## config.mk

```make
export PLATFORM = sky130hd
export DESIGN_NAME = acc_sequencer
export DESIGN_NICKNAME = d
export VERILOG_FILES = /design/src/rtl/acc_sequencer.sv
export SDC_FILE = /design/constraint.sdc
export NUM_CORES = 1
export LEC_CHECK = 0
export ABC_AREA = 1
export BUFFER_PORTS_ARGS = -buffer_cell sky130_fd_sc_hd__buf_2
export CAP_MARGIN = 10
export CORE_UTILIZATION = 49
export CTS_CLUSTER_DIAMETER = 120
export DETAILED_ROUTE_END_ITERATION = 10
export PLACE_DENSITY = 0.88
export RECOVER_POWER = 100
export SLEW_MARGIN = 5
export SYNTH_ARGS = -nofsm -noshare
export SYNTH_HDL_FRONTEND = slang
export SYNTH_SLANG_ARGS = --single-unit
```

## constraint.sdc

```tcl
create_clock -name Clk -period 1.8 [get_ports Clk]
set_input_delay 0.36 -clock Clk [delete_from_list [all_inputs] [get_ports Clk]]
set_output_delay 0.36 -clock Clk [all_outputs]
set_load 0.03 [all_outputs]
```

## src/rtl/acc_sequencer.sv

```systemverilog
// Accumulator command sequencer: accepts an ALU command, issues it to an external
// ALU CmdRepeat+1 times, folding each result into the accumulator.
package acc_sequencer_pkg;
  localparam logic [3:0] kADD = 4'd0;
  localparam logic [3:0] kSUB = 4'd1;
  localparam logic [3:0] kAND = 4'd2;
  localparam logic [3:0] kXOR = 4'd3;
  localparam logic [3:0] kRXR = 4'd4;
  localparam logic [3:0] kLSL = 4'd5;
  localparam logic [3:0] kCMP = 4'd6;
  localparam logic [3:0] kCLR = 4'd7;
  // Outside the defined opcodes: the ALU passes the accumulator through.
  localparam logic [3:0] kNOP = 4'hF;
endpackage

module acc_sequencer
  import acc_sequencer_pkg::*;
#(
  parameter int RPT_W = 3
) (
  input  logic             Clk,
  input  logic             Reset,
  input  logic             CmdValid,
  output logic             CmdReady,
  input  logic [3:0]       CmdOp,
  input  logic [7:0]       CmdOperand,
  input  logic [RPT_W-1:0] CmdRepeat,
  input  logic             Abort,
  output logic [7:0]       AluInputA,
  output logic [7:0]       AluAccIn,
  output logic [3:0]       AluOp,
  input  logic [7:0]       AluOut,
  input  logic             AluZero,
  output logic [7:0]       Acc,
  output logic             ZeroFlag,
  output logic             Busy,
  output logic             Done,
  output logic [1:0]       dbg_state
);

  typedef enum logic [1:0] {
    IDLE = 2'd0,
    EXEC = 2'd1,
    DONE = 2'd2
  } state_e;

  state_e           state_q, state_d;
  logic [3:0]       op_q;
  logic [7:0]       operand_q;
  logic [RPT_W-1:0] remaining_q;
  logic [7:0]       acc_q;
  logic             zero_q;
  logic             accept;
  logic             commit;

  // Handshake: a command transfers on a rising edge where CmdValid && CmdReady;
  // CmdReady is high only in IDLE, so CmdValid is ignored while a command runs.
  always_comb begin
    state_d   = state_q;
    CmdReady  = 1'b0;
    Busy      = 1'b1;
    Done      = 1'b0;
    AluOp     = kNOP;
    AluInputA = 8'd0;
    accept    = 1'b0;
    commit    = 1'b0;
    case (state_q)
      IDLE: begin
        CmdReady = 1'b1;
        Busy     = 1'b0;
        accept   = CmdValid;
        if (CmdValid) state_d = EXEC;
      end
      EXEC: begin
        AluOp     = op_q;
        AluInputA = operand_q;
        // Abort wins over the pass, including the final one.
        if (Abort) begin
          state_d = IDLE;
        end else begin
          commit = 1'b1;
          if (remaining_q == '0) state_d = DONE;
        end
      end
      DONE: begin
        Done    = 1'b1;
        state_d = IDLE;
      end
      default: begin
        state_d = IDLE;
      end
    endcase
  end

  always_ff @(posedge Clk or posedge Reset) begin
    if (Reset) state_q <= IDLE;
    else       state_q <= state_d;
  end

  always_ff @(posedge Clk or posedge Reset) begin
    if (Reset) begin
      op_q        <= kNOP;
      operand_q   <= 8'd0;
      remaining_q <= '0;
      acc_q       <= 8'd0;
      zero_q      <= 1'b0;
    end else begin
      if (accept) begin
        op_q        <= CmdOp;
        operand_q   <= CmdOperand;
        remaining_q <= CmdRepeat;
      end
      if (commit) begin
        acc_q  <= AluOut;
        zero_q <= AluZero;
        if (remaining_q != '0) remaining_q <= remaining_q - RPT_W'(1);
      end
    end
  end

  assign AluAccIn  = acc_q;
  assign Acc       = acc_q;
  assign ZeroFlag  = zero_q;
  assign dbg_state = state_q;

endmodule

```

# == After elaboration in Yosys (flattened, before gate mapping) ==
# Index checks and enable logic that the tools add are counted.
# totals
regBits,26
out_inout_bits,34
word_cells,30
# op_classes
add_sub_neg,1
eq_ne,4
muxes,15
n_reduce_logical,4
# ops
cell,n
2-to-1 mux 3 bit,3
2-to-1 mux 8 bit,1
2-to-1 mux 1 bit,6
2-to-1 mux 2 bit,3
2-to-1 mux 4 bit,1
case mux 2 bit (2 select lines),1
logical NOT 3 bit,1
"inequality test 3 bit, second input constant",1
nonzero test 3 bit,1
"subtractor 3 x 1 -> 3 bit, second input constant",1
"== test 2 x 1 -> 1 bit, second input constant",1
"== test 2 bit, second input constant",1
logical NOT 2 bit,1
"inequality test 2 bit, second input constant",1
AND reduction 2 bit,1

# == Longest topological paths before layout ==
# Gate-level depths: netlist (run 1).
# logic_depth
word_depth,5
depth_mapped,6
ltp_nobuf,6

# == Worst setup path after synthesis (run 1) ==
# Ideal clock, no wire load.
# synth_timing
path_kind,register to output
start,"reg state_q[0], in the netlist dbg_state[0]"
end,out AluInputA[0]
arrival_ps,1347
required_time_ps,1440
path_slack_ps,93
path_stages_with_launch,6
path_cell_list,dfrtp_1 -> inv_2 -> nor2_4 -> inv_2 -> buf_6 -> nor2_1
# synth_between
elab_chain_cells,2
# synth_lines
item,line_no,text
start: declaration,47,"state_e state_q, state_d;"
start signal: assignment,97,else state_q <= state_d;
== test 2 x 1 -> 1 bit,67,case (state_q)
2-to-1 mux 8 bit,67,
end: declaration,29,"output logic [7:0] AluInputA,"
# Every way passes these cells.

# == Worst setup path after layout (run 1) ==
# layout_timing
start,"reg state_q[0], in the netlist dbg_state[0]"
end,out AluOp[3]
# layout_between
elab_chain_cells,2
# layout_lines
item,line_no,text
== test 2 x 1 -> 1 bit,67,
2-to-1 mux 4 bit,67,
end: declaration,31,"output logic [3:0] AluOp,"
# Every way passes these cells.

==> results of run 1 <==
## per-layer routing
metal	part of all wire	vias to the layer above
met5	0	-
met4	0.0049	0
met3	0.056	2
met2	0.48	35
met1	0.45	501
li1	-	576
## cells in the final DEF, fill, tap and decap left out, types with 3 or more instances in the layout
master	instances
a21oi_1	7
a21oi_2	3
buf_2	42
buf_4	6
clkbuf_1	20
clkbuf_4	4
dfrtp_1	20
dfstp_2	4
inv_1	17
nand2_1	36
nand3_1	15
nor2_1	20
## worst max path at each step
stage	slack, ns	to	cells past startpoint
global route	-0.01	AluOp[3]	5
CTS	0.02	AluOp[3]	4
global placement	0.35	AluOp[3]	4
detailed placement	0.30	AluOp[3]	5
floorplan	0.09	AluInputA[0]	5
finish	0.07	AluOp[3]	5
## worst max-delay path, delay by kind of cell (launching register included)
kind,cells,cell delay [ns]
and+or+nand+nor,2,0.39
buffers and inverters,3,0.28
DFF,1,0.39
## power groups by stage
stage / clock [mW] / combinational, mW / sequential, mW
3_5_place_dp: 0 / 1.82 / 1.04
5_1_grt: 0.287 / 2.02 / 1.05
2_1_floorplan: 0 / 1.29 / 1.24
3_3_place_gp: 0 / 1.80 / 1.02
6_report: 0.239 / 1.84 / 1.02
4_1_cts: 0.253 / 1.86 / 1.01
## cell families (layout without fill, tap and decap cells)
logic type               after synthesis  in the layout  share of synthesized area
buffers and inverters                 33             91                      0.139
AND/OR/NAND/NOR                       81             81                      0.283
XOR/XNOR                               1              1                    0.00674
flip-flops                            26             26                      0.505
adder cells (fa/ha/maj)                2              2                     0.0193
AO/OA/AOI/OAI                         10             10                     0.0472
## cell type report
| class | count | area share |
|---|---|---|
| inverter | 19 | 0.0465 |
| multi-input combinational | 94 | 0.288 |
| sequential | 26 | 0.415 |
| tap | 30 | 0.0236 |
| timing repair buffer | 68 | 0.210 |
| clock buffer | 4 | 0.0165 |
## metrics by stage
| step | cells | setup WS (ns) | area [um2] |
|---|---|---|---|
| after floorplan | 153 | 0.0931 | 1300 |
| after global placement | 232 | 0.345 | 1560 |
| after detailed placement | 232 | 0.304 | 1560 |
| after CTS | 238 | 0.0228 | 1600 |
| after global routing | 241 | -0.00962 | 1590 |
| final | 241 | 0.0683 | 1590 |
## sequential cells by signal, summed over array words and instances (netlist names)
signal,count
dbg_state,2
operand_q,8
remaining_q,3
Acc,8
ZeroFlag,1
op_q,4
## repair_timing
action,in CTS,in global routing
gates resized for setup,2,4
setup endpoints to repair,1,3
pin swaps,0,2
setup buffers,2,3
==> flow_summary_export.csv, run 1 <==
group,metric,value,unit
run_status,status,"complete, no violations",
global_route,grt_pass1_wl,3680,um
die,die_h,53.5,um
cells_and_area,diodes,0,
timing,period_needed,1.73,ns
routing,wl_per_cell,10.1,um
clocking,clk_latency,0.31,ns
pwr,intPower,1.50,mW
setup_path,critPathMaxStageDelay,0.39,ns
clocking,cts_made_buffers,3,
timing,fin_worst_skew,0.00231,ns
routing,dr.pass1.iters,5,
setup_path,startpoint_type,"register",
timing,max-slew-margin-rel,0.454,
synth,synth_edf_count,0,
setup_path,r2r_end,"remaining_q[2]",
die,die_x,53.5,um
routing,via_count,1114,
cells_and_area,layout-drive-gt1-share,0.322,
global_route,overflow,0,
global_route,grt_pass1_vias,873,
clocking,clkSinkCount,26,
timing,hold_viol_final,0,
timing,period_share,0.962,
die,core-area,2500,um2
setup_path,worst-endpoint-arrival,1.37,ns
synth,ys.flop_type,"dfrtp_1",
clocking,cts_tree,"yes",
setup_path,cpMaxStageDelayCell,"dfrtp_2",
global_route,antenna_found_initial,0,
synth,syn_nets,183,
setup_path,worstSetupStartpoint,"dbg_state[0]",
placement,globalplace.congestion,0.718,
pwr,power_switching,1.60,mW
setup_path,reg2reg_depth,8,
routing,wl,2440,um
die,rows,18,
synth,synth_cell_types,21,
global_route,grt_usage,0.183,
setup_path,cp.required,1.44,ns
global_route,met3_usage,0.0345,
timing,drv_slew,0,
synth,netlist_area,1300,um2
synth,ys_warn_count,0,
global_route,grt_max_degree,26,
cells_and_area,final_util,0.635,
pwr,pwr-share-comb,0.595,
synth,syn_area_per_cell,8.49,um2
die,ios,62,
cells_and_area,nNetsFinal,242,
timing,fmax,0.577,GHz
pwr,p_leak,0.891,nW
setup_path,crit_path_max_fanout,11,
synth,async_flop_share,1.00,
synth,synth_top_area_frac,0.424,
timing,rsz0062_at_grt,"yes",
synth,ys_ff_latch,26,
die,die_area,2860,um2
routing,drtIter0Drc,9,
pwr,power_frac_seq,0.328,
synth,yosysMostFrequentCell,"nand2_1",
clocking,holdBufCountCts,0,
timing,timing.hold.ws,0.0179,ns
synth,synth.area.top_cells,"dfrtp_1 42%, nand2_1 10%, dfstp_2 8.1%",
global_route,top_usage_layer,"met2",
routing,post-route-drc-count,0,
setup_path,worstSetupPathType,"reg -> out",
pwr,clkPwrFrac,0.077,
synth,syn_inst,153,
pwr,p_per_area,1950,nW/um2
pwr,p_sw_frac,0.516,
placement,dpl.hpwl,1850,um
cells_and_area,multi_input_area,458,um2
clocking,ctsHtreeMaxLevel,1,
setup_path,crit_path_cell_trace,"inv_2, nor2_4, inv_4, or2_2, buf_4",
cells_and_area,n_fill_cell,238,
cells_and_area,regArea,658,um2
global_route,grtUsageMet1,0.245,
timing,fin_setup_tns,0,ns
clocking,clockRootBuffer,"clkbuf_4",
clocking,cts_buffer_depth,2,
synth,synth_commonest_cells,"36 x nand2_1, 22 x dfrtp_1, 20 x nor2_1",
routing,ant_nets,0,
run,drv_cap,0,
cells_and_area,area_growth_syn_to_layout,22.3,%
timing,worstMarginPinSlew,0.820,ns
global_route,met2_usage,0.285,
placement,io_buffers,61,
setup_path,r2r-start,"dbg_state[0]",
clocking,clk_pin_slew,0.12,ns
timing,setup_violations,0,
pwr,finalPower,3.09,mW
setup_path,endpoint_kind,"primary output",
die,initial_core_util,0.520,
pwr,ir_worst_vdd,1.52,mV
hold_path,min_path_type,"in -> async",
synth,yosysTopAreaCell,"dfrtp_1",
setup_path,reg2reg_slack,0.22,ns
synth,yosysSeqAreaShare,0.505,
routing,via_per_inst,4.62,
Power figures use the tool's default switching activity.
==> run 2: changes to the inputs <==
ABC_AREA = default   (was 1)
CORE_UTILIZATION = 48   (was 49)
==> run 2 against run 1 <==
  * Hold slack better by 0.068 ns
  * Critical path depth is 1 lower
  * Critical path type unchanged
  * Sequential share of layout area is 0.26 points higher
  * Sequential power is 4% higher
  * Synthesized cell count is 38% lower
  * Total power is 5.7% higher
  * Flip-flop and latch count stayed put
  * Count of clock-buffer cells in the layout stayed put
  * Combinational power is 4% higher
==> flow_summary_export.csv, run 2 <==
group,metric,value,unit
cells_and_area,n_fill_cell,211,
hold_path,min_path_type,"in -> async",
synth,yosysMostFrequentCell,"dfrtp_1",
routing,wl_per_cell,12.7,um
synth,syn_area_per_cell,12.9,um2
synth,synth_edf_count,0,
synth,async_flop_share,1.00,
routing,dr.pass1.iters,2,
cells_and_area,area_growth_syn_to_layout,28.4,%
setup_path,crit_path_cell_trace,"nor2b_2, buf_4, and2_1, clkbuf_4",
clocking,clockRootBuffer,"clkbuf_4",
routing,post-route-drc-count,0,
global_route,antenna_found_initial,0,
timing,max-slew-margin-rel,0.605,
clocking,ctsHtreeMaxLevel,1,
setup_path,worstSetupPathType,"reg -> out",
timing,period_share,0.964,
clocking,clk_latency,0.31,ns
placement,dpl.hpwl,1790,um
setup_path,critPathMaxStageDelay,0.46,ns
setup_path,startpoint_type,"register",
timing,hold_viol_final,0,
synth,syn_inst,95,
cells_and_area,nNetsFinal,188,
pwr,intPower,1.73,mW
global_route,grt_usage,0.179,
pwr,power_frac_seq,0.324,
synth,synth.area.top_cells,"dfrtp_1 45%, mux2_2 19%, dfstp_2 8.6%",
cells_and_area,layout-drive-gt1-share,0.541,
setup_path,endpoint_kind,"primary output",
routing,wl,2350,um
die,core-area,2320,um2
clocking,cts_buffer_depth,2,
setup_path,cpMaxStageDelayCell,"dfrtp_2",
global_route,grt_pass1_vias,858,
pwr,ir_worst_vdd,1.17,mV
synth,ys_ff_latch,26,
cells_and_area,final_common_cell,"buf_2",
timing,timing.hold.ws,0.0860,ns
setup_path,cp.required,1.44,ns
synth,yosysTopAreaCell,"dfrtp_1",
timing,worstMarginPinSlew,0.593,ns
routing,via_per_inst,4.72,
placement,globalplace.congestion,0.702,
clocking,cts_tree,"yes",
cells_and_area,final_cell_mix,"37 x buf_2, 21 x mux2_2, 20 x dfrtp_1",
die,initial_core_util,0.530,
setup_path,worst-endpoint-arrival,1.38,ns
die,die_x,52.6,um
run_status,status,"complete, no violations",
pwr,pwr-share-comb,0.588,
timing,fin_worst_skew,0.00359,ns
die,ios,62,
run,drv_cap,0,
synth,syn_nets,125,
clocking,cts_made_buffers,3,
synth,synth_commonest_cells,"22 x dfrtp_1, 21 x mux2_2, 9 x buf_4",
pwr,p_per_area,2070,nW/um2
clocking,clkSinkCount,26,
timing,setup_violations,0,
timing,fmax,0.576,GHz
pwr,p_leak,0.771,nW
synth,ys_warn_count,0,
routing,via_count,873,
global_route,grt_max_degree,19,
setup_path,crit_path_max_fanout,6,
timing,drv_slew,0,
global_route,grt_pass1_wl,3570,um
placement,dp_worst_setup_slack,0.347,ns
timing,period_needed,1.74,ns
routing,ant_nets,0,
routing,drtIter0Drc,4,
die,die_area,2770,um2
synth,yosysSeqAreaShare,0.534,
timing,setup_ws,0.0648,ns
die,die_h,52.6,um
pwr,power_switching,1.54,mW
pwr,clkPwrFrac,0.089,
clocking,clk_pin_slew,0.14,ns
cells_and_area,diodes,0,
synth,netlist_area,1230,um2
die,rows,17,
synth,ys.flop_type,"dfrtp_1",
global_route,overflow,0,
pwr,p_sw_frac,0.471,
placement,io_buffers,61,
clocking,holdBufCountCts,0,
synth,synth_cell_types,20,
synth,synth_top_area_frac,0.448,
-- run 2: cell count changes in the layout (fill, tap and decap cells not counted), sizes merged, moves of 5 or more --
cell    change
and2        +8
nor2       -20
nand2      -34
a21oi      -10
mux2       +21
nand2b      +6
or2         -5
inv        -14
nand3      -16
-- run 2: kinds of logic after synthesis --
family / count (synthesis) / share of synthesized area
fa+ha+maj: 2 / 0.0204
flops: 26 / 0.534
buf+inv: 16 / 0.0825
mux: 23 / 0.209
simple gates: 24 / 0.127
compound gates: 4 / 0.0275
-- run 2: per-stage QoR --
| step | area, um2 | total power [mW] | TNS, ns | std cells | utilization |
|---|---|---|---|---|---|
| 2_1_floorplan | 1230 | 2.58 | 0 | 95 | - |
| 3_3_place_gp | 1520 | 2.90 | 0 | 177 | 0.654 |
| 3_5_place_dp | 1520 | 2.97 | 0 | 177 | 0.654 |
| 4_1_cts | 1560 | 3.26 | 0 | 181 | 0.671 |
| 5_1_grt | 1580 | 3.48 | -0.0227 | 185 | 0.681 |
| 6_report | 1580 | 3.27 | 0 | 185 | 0.681 |
-- run 2: repair_timing --
item | 4_1_cts | 5_1_grt
buffers inserted | 0 | 3
gates cloned | 0 | 1
gates resized for setup | 2 | 14
setup endpoints to repair | 8 | 8
-- run 2: power by group through the flow --
stage	clock (mW)	combinational [mW]	sequential [mW]
after CTS	0.298	1.89	1.07
final	0.289	1.92	1.06
after floorplan	0	1.28	1.29
after global placement	0	1.84	1.06
after global routing	0.320	2.06	1.10
after detailed placement	0	1.89	1.08
-- run 2: cell type report --
cell class                      count  area, um2  area share
Sequential cell                    26        658       0.417
Clock buffer                        4       36.3      0.0230
Inverter                            5       18.8      0.0119
Tap cell                           28       35.0      0.0222
Multi-Input combinational cell     53        474       0.301
Timing Repair Buffer               69        355       0.225
-- run 2: worst paths after layout --
kind	from	to	slack [ns]	depth (start not counted)
max	dbg_state[1]	AluInputA[0]	0.06	4
min	Reset	dbg_state[0]	0.09	2
max reg2reg	dbg_state[1]	operand_q[5]	0.14	4
min reg2reg	operand_q[2]	operand_q[2]	0.52	1
max in group asynchronous	Reset	ZeroFlag	0.82	3
min in group Clk	AluOut[3]	Acc[3]	0.27	2
-- run 2: critical path: cells and delay by family (launching register included) --
kind / cells / cell delay, ns
flops: 1 / 0.46
simple gates: 2 / 0.27
buf+inv: 2 / 0.33
-- run 2: metal layers --
| metal | global-route usage | wire length, um | vias up |
|---|---|---|---|
| li1 | - | - | 432 |
| met1 | 0.212 | 1010 | 413 |
| met2 | 0.321 | 1220 | 26 |
| met3 | 0.0348 | 100 | 2 |
| met4 | 0.0614 | 10 | 0 |
| met5 | 0 | 0 | - |
==> run 3: changes to the inputs <==
CTS_CLUSTER_DIAMETER = default   (was 120)
RECOVER_POWER = default   (was 100)
==> run 3 against run 2 <==
  * Cell area increased by 1.7%
  * Clock power about the same
  * Worst setup slack got worse by 0.0033 ns
  * Sequential power is essentially flat
  * Core utilization rose by 1.2 points
  * Critical path depth unchanged
  * Final cell count is the same
  * Die area is the same
  * Largest cell class unchanged
  * Largest power group unchanged
==> flow_summary_export.csv, run 3 (synthesis gave the netlist of run 2 again) <==
group,metric,value,unit
run_status,status,"complete, no violations",
timing,drv_slew,0,
hold_path,min_path_type,"in -> async",
routing,ant_nets,0,
clocking,cts_tree,"yes",
global_route,antenna_found_initial,0,
routing,via_per_inst,4.72,
cells_and_area,instances_no_fill,185,
timing,max-slew-margin-rel,0.601,
setup_path,crit_path_max_fanout,6,
setup_path,reg2reg_depth,4,
placement,dpl.hpwl,1790,um
setup_path,worst-endpoint-arrival,1.38,ns
setup_path,critPathMaxStageDelay,0.46,ns
timing,fin_worst_skew,0.00266,ns
global_route,grt_pass1_wl,3570,um
timing,fmax,0.575,GHz
setup_path,worstSetupPathType,"reg -> out",
global_route,grt_max_degree,19,
routing,dr.pass1.iters,2,
routing,wl,2340,um
clocking,cts_buffer_depth,2,
setup_path,crit_family,"flip-flops",
timing,setup_violations,0,
cells_and_area,layout-drive-gt1-share,0.656,
clocking,ctsHtreeMaxLevel,1,
pwr,power_switching,1.53,mW
pwr,p_per_area,2070,nW/um2
pwr,finalPower,3.33,mW
cells_and_area,n_fill_cell,201,
cells_and_area,nNetsFinal,188,
setup_path,reg2reg_slack,0.29,ns
pwr,power_frac_seq,0.316,
timing,period_needed,1.74,ns
setup_path,cpMaxStageDelayCell,"dfrtp_2",
placement,globalplace.congestion,0.702,
global_route,grt_pass1_vias,858,
setup_path,startpoint_type,"register",
cells_and_area,area_growth_syn_to_layout,30.7,%
routing,wl_per_cell,12.7,um
routing,post-route-drc-count,0,
die,die_area,2770,um2
pwr,ir_worst_vdd,1.26,mV
clocking,clk_latency,0.31,ns
die,initial_core_util,0.530,
clocking,clockRootBuffer,"clkbuf_4",
timing,worstMarginPinSlew,0.597,ns
die,rows,17,
die,core-area,2320,um2
die,die_x,52.6,um
placement,io_buffers,61,
setup_path,r2r-start,"dbg_state[1]",
placement,placed_area,1520,um2
pwr,pwr-share-comb,0.596,
pwr,clkPwrFrac,0.087,
die,ios,62,
timing,timing.hold.ws,0.0866,ns
pwr,p_leak,0.823,nW
pwr,intPower,1.79,mW
run,drv_cap,0,
cells_and_area,diodes,0,
setup_path,crit_buf_inv,2,
clocking,holdBufCountCts,0,
die,die_h,52.6,um
cells_and_area,finalInstanceArea,1610,um2
clocking,cts_made_buffers,3,
global_route,overflow,0,
clocking,clkSinkCount,26,
timing,hold_viol_final,0,
placement,placed_cells,177,
setup_path,endpoint_kind,"primary output",
setup_path,cp.required,1.44,ns
routing,drtIter0Drc,6,
routing,via_count,874,
setup_path,crit_path_cell_trace,"nor2b_2, buf_4, and2_1, clkbuf_4",
timing,period_share,0.966,
clocking,clk_pin_slew,0.14,ns
setup_path,r2r_end,"operand_q[5]",
cells_and_area,final_cell_mix,"54 x buf_2, 21 x mux2_2, 20 x dfrtp_1",
cells_and_area,final_common_cell,"buf_2",
pwr,p_sw_frac,0.461,
global_route,grt_usage,0.179,
## run 3: through the flow
stage / TNS [ns] / utilization / setup slack, ns
2_1_floorplan: 0 / - / 0.0686
3_3_place_gp: 0 / 0.654 / 0.380
3_5_place_dp: 0 / 0.654 / 0.347
4_1_cts: 0 / 0.671 / 0.00581
5_1_grt: -0.0227 / 0.692 / -0.0125
6_report: 0 / 0.692 / 0.0614
## run 3: worst max path at each step
stage | startpoint | to | cells past startpoint
2_1_floorplan | dbg_state[0] | AluInputA[0] | 3
3_3_place_gp | dbg_state[0] | AluInputA[1] | 4
3_5_place_dp | dbg_state[0] | AluInputA[3] | 4
4_1_cts | dbg_state[0] | AluInputA[3] | 4
5_1_grt | dbg_state[1] | AluInputA[7] | 4
6_report | dbg_state[1] | AluInputA[0] | 4
## run 3: power by group through the flow
| stage | combinational (mW) | clock, mW | sequential (mW) |
|---|---|---|---|
| after detailed placement | 1.89 | 0 | 1.08 |
| final | 1.98 | 0.291 | 1.05 |
| after global placement | 1.84 | 0 | 1.06 |
| after CTS | 1.89 | 0.298 | 1.07 |
| after floorplan | 1.28 | 0 | 1.29 |
| after global routing | 2.12 | 0.320 | 1.09 |
## run 3: metal layers
| layer | part of all wire | track usage | wire [um] | up-vias |
|---|---|---|---|---|
| met4 | 0.0043 | 0.0614 | 10 | 0 |
| met1 | 0.43 | 0.212 | 1010 | 411 |
| met5 | 0 | 0 | 0 | - |
| met3 | 0.045 | 0.0348 | 105 | 2 |
| met2 | 0.52 | 0.321 | 1220 | 30 |
| li1 | - | - | - | 431 |
## run 3: repair_timing
item | 4_1_cts | 5_1_grt
setup buffers | 0 | 3
setup endpoints to repair | 8 | 8
cloned | 0 | 1
pin swaps | 0 | 0
resized for setup | 2 | 14
## run 3: cell type report
class / count / area (um2) / share of cell area
Clock buffer: 4 / 36.3 / 0.0226
Inverter: 5 / 18.8 / 0.0117
Multi-Input combinational cell: 53 / 474 / 0.295
Sequential cell: 26 / 658 / 0.410
Tap cell: 28 / 35.0 / 0.0218
Timing Repair Buffer: 69 / 383 / 0.239
